## src/rtl/fb_arbiter.sv

```systemverilog
// fb_arbiter
//   Shares one single-port synchronous framebuffer RAM between the VGA
//   scan-out fetch and two game-logic requesters (renderer, readback).
//   Display fetches always take their slot. Requesters share the remaining
//   cycles round-robin, optionally only during blanking (BLANK_ONLY=1).
//
// Ports
//   clk_25mhz, reset_n        : pixel clock, async active-low reset
//   pixel_strobe, active,
//   xPos, yPos, screenEnd     : VGA timing generator inputs
//   req/we/addr/wdata 0,1     : requester access (req held until ack)
//   ack0, ack1                : one-cycle completion pulse
//   rdata                     : read data, valid while an ack is high
//   mem_en/we/addr/wdata      : RAM port controls (combinational)
//   mem_rdata                 : RAM read data, one-cycle latency
//   pix_data                  : registered pixel word for the DAC
//   frame_done                : registered copy of screenEnd
module fb_arbiter #(
  parameter int ADDR_W     = 15,
  parameter int DATA_W     = 8,
  parameter int BLANK_ONLY = 0
) (
  input  logic              clk_25mhz,
  input  logic              reset_n,
  input  logic              pixel_strobe,
  input  logic              active,
  input  logic [9:0]        xPos,
  input  logic [8:0]        yPos,
  input  logic              screenEnd,
  input  logic              req0,
  input  logic              req1,
  input  logic              we0,
  input  logic              we1,
  input  logic [ADDR_W-1:0] addr0,
  input  logic [ADDR_W-1:0] addr1,
  input  logic [DATA_W-1:0] wdata0,
  input  logic [DATA_W-1:0] wdata1,
  output logic              ack0,
  output logic              ack1,
  output logic [DATA_W-1:0] rdata,
  output logic              mem_en,
  output logic              mem_we,
  output logic [ADDR_W-1:0] mem_addr,
  output logic [DATA_W-1:0] mem_wdata,
  input  logic [DATA_W-1:0] mem_rdata,
  output logic [DATA_W-1:0] pix_data,
  output logic              frame_done
);

  // Phase records what was issued to the RAM in the previous cycle, which
  // tells us how to interpret mem_rdata in the current one.
  typedef enum logic [1:0] {
    PH_IDLE = 2'd0,
    PH_DISP = 2'd1,
    PH_REQ0 = 2'd2,
    PH_REQ1 = 2'd3
  } phase_t;

  phase_t            phase;
  phase_t            phase_next;
  logic              last;       // requester granted most recently
  logic              last_next;
  logic              disp_slot;
  logic              req_window;
  logic [ADDR_W-1:0] y_row;
  logic [ADDR_W-1:0] x_col;
  logic [ADDR_W-1:0] disp_addr;

  // 160x120 framebuffer: each word covers a 4x4 block of screen pixels.
  assign y_row     = ADDR_W'(yPos >> 2);
  assign x_col     = ADDR_W'(xPos >> 2);
  assign disp_addr = (y_row << 7) + (y_row << 5) + x_col;

  assign disp_slot  = pixel_strobe & active & (xPos[1:0] == 2'b00);
  assign req_window = (req0 | req1) & ~((BLANK_ONLY != 0) & active);

  // Next-phase decision, round-robin grant and RAM port drive.
  always_comb begin
    phase_next = PH_IDLE;
    last_next  = last;
    mem_en     = 1'b0;
    mem_we     = 1'b0;
    mem_addr   = '0;
    mem_wdata  = '0;

    if (disp_slot) begin
      phase_next = PH_DISP;
    end else if (req_window) begin
      // Requester 0 wins when alone, or when both ask and 1 went last.
      if (req0 && (!req1 || last)) begin
        phase_next = PH_REQ0;
        last_next  = 1'b0;
      end else begin
        phase_next = PH_REQ1;
        last_next  = 1'b1;
      end
    end else begin
      phase_next = PH_IDLE;
    end

    case (phase_next)
      PH_DISP: begin
        mem_en   = 1'b1;
        mem_addr = disp_addr;
      end
      PH_REQ0: begin
        mem_en    = 1'b1;
        mem_we    = we0;
        mem_addr  = addr0;
        mem_wdata = wdata0;
      end
      PH_REQ1: begin
        mem_en    = 1'b1;
        mem_we    = we1;
        mem_addr  = addr1;
        mem_wdata = wdata1;
      end
      default: begin
        mem_en = 1'b0;
      end
    endcase

    // The RAM must be quiet while reset is held, even mid-frame.
    if (!reset_n) begin
      mem_en    = 1'b0;
      mem_we    = 1'b0;
      mem_addr  = '0;
      mem_wdata = '0;
    end else begin
      mem_en = mem_en;
    end
  end

  // Phase and round-robin pointer; reset drops any pending ack.
  always_ff @(posedge clk_25mhz or negedge reset_n) begin
    if (!reset_n) begin
      phase <= PH_IDLE;
      last  <= 1'b1;
    end else begin
      phase <= phase_next;
      last  <= last_next;
    end
  end

  assign ack0  = (phase == PH_REQ0);
  assign ack1  = (phase == PH_REQ1);
  assign rdata = (ack0 | ack1) ? mem_rdata : '0;

  // Pixel register: loaded after a display fetch, forced to 0 in blanking.
  always_ff @(posedge clk_25mhz or negedge reset_n) begin
    if (!reset_n) begin
      pix_data <= '0;
    end else if (!active) begin
      pix_data <= '0;
    end else if (phase == PH_DISP) begin
      pix_data <= mem_rdata;
    end else begin
      pix_data <= pix_data;
    end
  end

  // One-cycle delayed end-of-frame marker.
  always_ff @(posedge clk_25mhz or negedge reset_n) begin
    if (!reset_n) begin
      frame_done <= 1'b0;
    end else begin
      frame_done <= screenEnd;
    end
  end

endmodule
```

## config.mk

```make
export PLATFORM = sky130hd
export DESIGN_NAME = fb_arbiter
export DESIGN_NICKNAME = d
export VERILOG_FILES = /design/src/rtl/fb_arbiter.sv
export SDC_FILE = /design/constraint.sdc
export NUM_CORES = 1
export LEC_CHECK = 0
export CAP_MARGIN = 20
export CELL_PAD_IN_SITES_DETAIL_PLACEMENT = 1
export CELL_PAD_IN_SITES_GLOBAL_PLACEMENT = 2
export CORE_UTILIZATION = 31
export DETAILED_ROUTE_END_ITERATION = 7
export DONT_BUFFER_PORTS = 1
export HOLD_SLACK_MARGIN = 0.08
export PLACE_DENSITY_LB_ADDON = 0.1
export SLEW_MARGIN = 5
export SYNTH_ARGS = -nofsm -noshare
export SYNTH_HDL_FRONTEND = slang
export SYNTH_SLANG_ARGS = --single-unit
```

## constraint.sdc

```tcl
create_clock -name clk_25mhz -period 3.65 [get_ports clk_25mhz]
set_input_delay 0.73 -clock clk_25mhz [delete_from_list [all_inputs] [get_ports clk_25mhz]]
set_output_delay 0.73 -clock clk_25mhz [all_outputs]
set_load 0.05 [all_outputs]
```

# ---- Word-level counts from Yosys, hierarchy flattened
# Index checks and enable logic that the tools add are counted.
dict set report totals {
  ff_bits 12
  latch_bits 0
  mem_bits_rw 0
  rom_bits 0
  in_bits 82
  out_inout_bits 44
  n_memories 0
}
dict set report classes {
  add_sub_neg 2
  multipliers 0
  div_mod_pow 0
  magnitude_cmp 0
  eq_ne 7
  shift 0
  mux 15
  bitwise 5
  reduce_logical 6
}
# operator count
set op_table {}
lappend op_table {{one-hot mux 15 bit (3 select lines)} 1}
lappend op_table {{two-way mux 8 bit} 4}
lappend op_table {{one-hot mux 8 bit (2 select lines)} 1}
lappend op_table {{adder 14 x 12 -> 15 bit} 1}
lappend op_table {{adder 15 x 8 -> 15 bit} 1}
lappend op_table {{two-way mux 15 bit} 1}
lappend op_table {{== test 2 bit (second input constant)} 4}
lappend op_table {{two-way mux 1 bit} 5}
lappend op_table {{== test 2 x 1 -> 1 bit (second input constant)} 2}
lappend op_table {{two-way mux 2 bit} 2}
lappend op_table {{OR reduction 3 bit} 1}
lappend op_table {{AND 1 bit} 2}
lappend op_table {{zero test 2 bit} 1}
lappend op_table {{!= test 2 x 1 -> 1 bit (second input constant)} 1}
lappend op_table {{OR 1 bit} 2}
lappend op_table {{one-hot mux 1 bit (2 select lines)} 1}
lappend op_table {{AND reduction 2 bit} 1}
lappend op_table {{logical AND 1 bit} 1}
lappend op_table {{zero test 1 bit} 1}
lappend op_table {{logical OR 1 bit} 1}
lappend op_table {{NOT 1 bit} 1}

# ---- Depth between registers and ports, before layout
dict set report logic_depth {
  depth_word 10
  depth_mapped 9
  mapped_depth_nobuf 9
}

# ---- Worst setup path after synthesis
# Ideal clock, no wire load.
dict set report synth_path {
  path_type {input -> output}
  start {in xPos[9]}
  end {out mem_addr[12]}
  arrival_ns 3.433
  required_ns 2.920
  slack_ns -0.513
  path_stages 8
  n_path_buf 0
  path_cell_list {inv_1 > fa_1 > fa_1 > nand2b_1 > a21oi_1 > or3_1 > o22ai_1 > a2111oi_2}
}
dict set report synth_via {
  elab_chain_cells 3
}
# item line_no
set synth_lines {}
lappend synth_lines {{from (decl)} 27} ;# input logic [9:0] xPos,
lappend synth_lines {{adder 15 x 8 -> 15 bit} 72} ;# assign disp_addr = (y_row << 7) + (y_row << 5) + x_col;
lappend synth_lines {{one-hot mux 15 bit (3 select lines)} 101} ;# case (phase_next)
lappend synth_lines {{two-way mux 15 bit} 124} ;# if (!reset_n) begin
lappend synth_lines {{to (decl)} 43} ;# output logic [ADDR_W-1:0] mem_addr,
# Every way passes these cells.

# ---- Worst setup path in the final report
dict set report layout_path {
  start {in yPos[4]}
  end {out mem_addr[13]}
}
dict set report layout_via {
  elab_chain_cells 4
}
# item line_no
set layout_lines {}
lappend layout_lines {{from (decl)} 28} ;# input logic [8:0] yPos,
lappend layout_lines {{adder 14 x 12 -> 15 bit} 72}
lappend layout_lines {{adder 15 x 8 -> 15 bit} 72}
lappend layout_lines {{one-hot mux 15 bit (3 select lines)} 101}
lappend layout_lines {{two-way mux 15 bit} 124}
# Every way passes these cells.

==> results.json <==
{
  "core_area_um2": 4720,
  "die_w_um": 72.2,
  "rows": 25,
  "die_h_um": 72.2,
  "grt_pass1_wl_um": 7360,
  "antenna_found_initial": 0,
  "start_util_pct": 32.4,
  "synth_common_cells": "26 x nor2_1, 13 x ha_1, 11 x a22oi_1, 11 x and2_1, 11 x dfrtp_1",
  "clk_pin_slew_worst_paths_ps": 50,
  "drv_slew": 0,
  "syn_nets": 280,
  "crit_path_start_kind": "input port",
  "hold_path_class": "in2async",
  "routedWlPerCell_um": 17.5,
  "dp_slack_ps": -102,
  "power.internal_uw": 348,
  "final.period_utilization_pct": 98.5,
  "diodes": 0,
  "grt_overflow": 0,
  "crit_arrival_ps": 2860,
  "swShare_pct": 46.2,
  "fillCellCount": 537,
  "place_area_um2": 1860,
  "synth-seq-area-share_pct": 19.7,
  "critical_path_class": "in2out",
  "max_clock_freq_ghz": 0.278,
  "clockPowerShare_pct": 19.3,
  "synthTopCellsByArea": "dfrtp_1 18%, ha_1 11%, nor2_1 6.4%, a221oi_1 5.7%, a22oi_1 5.4%",
  "met2_length_um": 2470,
  "timing.final.ws_setup_ps": 56.0,
  "met3WireLength_um": 282,
  "avgViaCountPerCell": 5.71,
  "clk_latency_ps": 240,
  "worstPathRequired_ps": 2920,
  "critical_path.cell_chain": "inv_1, fa_2, inv_1, ha_4, a211oi_2, o21bai_2, o41ai_2, xor2_1, a21oi_2, buf_12",
  "slew_headroom_pct": 38.6,
  "io_pins": 126,
  "synth_cells": 183,
  "drv_cap": 0,
  "cts_tree": "built",
  "end_kind": "primary output",
  "finClkSkew_ps": 6.22,
  "status": "finished clean",
  "htree_num_levels": 1,
  "p_per_area_nw_per_um2": 329,
  "vias": 1554,
  "switching_power_uw": 299,
  "syn2layout_area_growth_pct": 28.5,
  "routed_wl_um": 4750,
  "cts.sinks": 12,
  "ant_nets": 0,
  "hold_viol_final": 0,
  "top_layer": "met4",
  "ir_worst_vdd_v": 0.000157,
  "ys.flop_type": "dfrtp_1",
  "synth.most_common_cell": "nor2_1",
  "dr.pass1.iters": 4,
  "crit_path_max_fanout": 3,
  "place_congestion": 0.806,
  "worst_pin_slew_ps": 920,
  "synth-seq-cells": 12,
  "root_buffer": "clkbuf_8",
  "io_buffers": 0,
  "synth_area_um2": 1530,
  "drive_gt1_share_pct": 26.8,
  "grt_max_degree": 19,
  "grt_pass1_vias": 1532,
  "setup_viol": 0,
  "synth_top_area_share_pct": 18.0,
  "power_uw": 647,
  "critPathMaxStageDelay_ps": 590,
  "yosysUniqueCellTypes": 44,
  "place_hpwl_um": 3820,
  "synth_edf_count": 0,
  "leakage_nw": 0.859,
  "min_period_ps": 3590,
  "critPathMostFrequentCell": "inv_1",
  "yosys_warnings": 0,
  "wirelength_met1_um": 1990,
  "synthArstFlopShare_pct": 100,
  "gr-usage-all-layers_pct": 17.8,
  "cts_buffers": 3,
  "drc": 0,
  "crit_buf_inv": 3,
  "synth_top_cell_by_area": "dfrtp_1",
  "crit_family": "adder cells",
  "fin_area_um2": 1960,
  "nets": 303,
  "syn_avg_cell_area_um2": 8.36,
  "p_comb_share_pct": 54.9,
  "drt_iter0_markers": 59,
  "clk_path_buf_depth": 2,
  "slowest_stage": "fa_2",
  "power_frac_seq_pct": 25.8,
  "die_area_um2": 5220,
  "rsz0062_at_grt": "false",
  "setup_tns_ps": 0,
  "r2r_slack_ps": 2230
}
[worst paths after layout]
| path | to | depth (start not counted) | start |
|---|---|---|---|
| worst max-delay path | mem_addr[13] | 10 | yPos[4] |
| worst min-delay path | pix_data[0] | 0 | reset_n |
| worst max register to register | pix_data[0] | 3 | phase[1] |
| worst min register to register | last | 2 | last |
| max in group asynchronous | last | 0 | reset_n |
| min in group clk_25mhz | frame_done | 0 | screenEnd |
[power by group through the flow]
stage	clock, mW	sequential [mW]	combinational (mW)
finish	0.125	0.167	0.355
global route	0.137	0.168	0.382
CTS	0.131	0.167	0.344
detailed placement	0	0.169	0.341
global placement	0	0.168	0.330
floorplan	0	0.166	0.269
[repair_timing]
action	CTS	global route
hold buffers	0	0
gates resized for setup	2	8
hold endpoints to repair	0	0
pin swaps	2	5
buffers inserted	0	1
setup endpoints to repair	1	3
cloned	0	0
[placed cells by master, fill, tap and decap left out, types with 2 or more instances in the layout]
cell / count
nor2_1: 26
buf_4: 25
a22oi_1: 11
and2_1: 11
ha_1: 11
dfrtp_1: 11
a221oi_1: 10
nor3_1: 10
nor2b_1: 10
inv_1: 9
mux2i_1: 8
a21oi_1: 6
o21ai_0: 5
nand2_1: 3
nand3_1: 3
clkbuf_8: 3
buf_12: 3
a21boi_4: 2
a211oi_2: 2
a2111oi_4: 2
a22o_1: 2
a211oi_1: 2
nand2b_1: 2
fa_2: 2
ha_4: 2
[worst register-to-register path, delay by kind of cell (launching register included)]
family	cells	cell delay, ps
and+or+nand+nor	2	540
muxes	1	280
DFF	1	490
[flip-flops by register name, summed over array words and instances, names as in the netlist]
name and flops:
frame_done 1, last 1, phase 2, pix_data 8
[through the flow]
stage	hold WS [ps]	std cells	utilization (%)
global route	162	272	41.6
CTS	173	271	40.5
detailed placement	435	267	39.4
finish	178	272	41.6
floorplan	434	183	-
global placement	435	267	39.4
[layout make-up]
type                       count  area (um^2)  area share (%)
clock buffer                   4         45.0            2.29
sequential                    12          302            15.4
tap                           67         83.8            4.27
inverter                       9         33.8            1.72
multi-input combinational    151         1230            62.5
timing repair buffer          29          273            13.9
[cells by family (layout without fill, tap and decap cells)]
group	count (synthesis)	in the layout	share of synthesized area, %
buf+inv	20	42	7.04
flops	12	12	19.7
simple gates	71	71	23.2
fa+ha+maj	15	15	13.3
mux	8	8	5.24
xor+xnor	1	1	0.573
compound gates	56	56	30.9
[routing by layer]
metal,GRT usage [%],up-vias
li1,-,723
met1,22.3,759
met2,31.5,69
met3,4.17,3
met4,3.27,0
met5,0,-
Note: power is estimated with default switching activity, not from simulation.
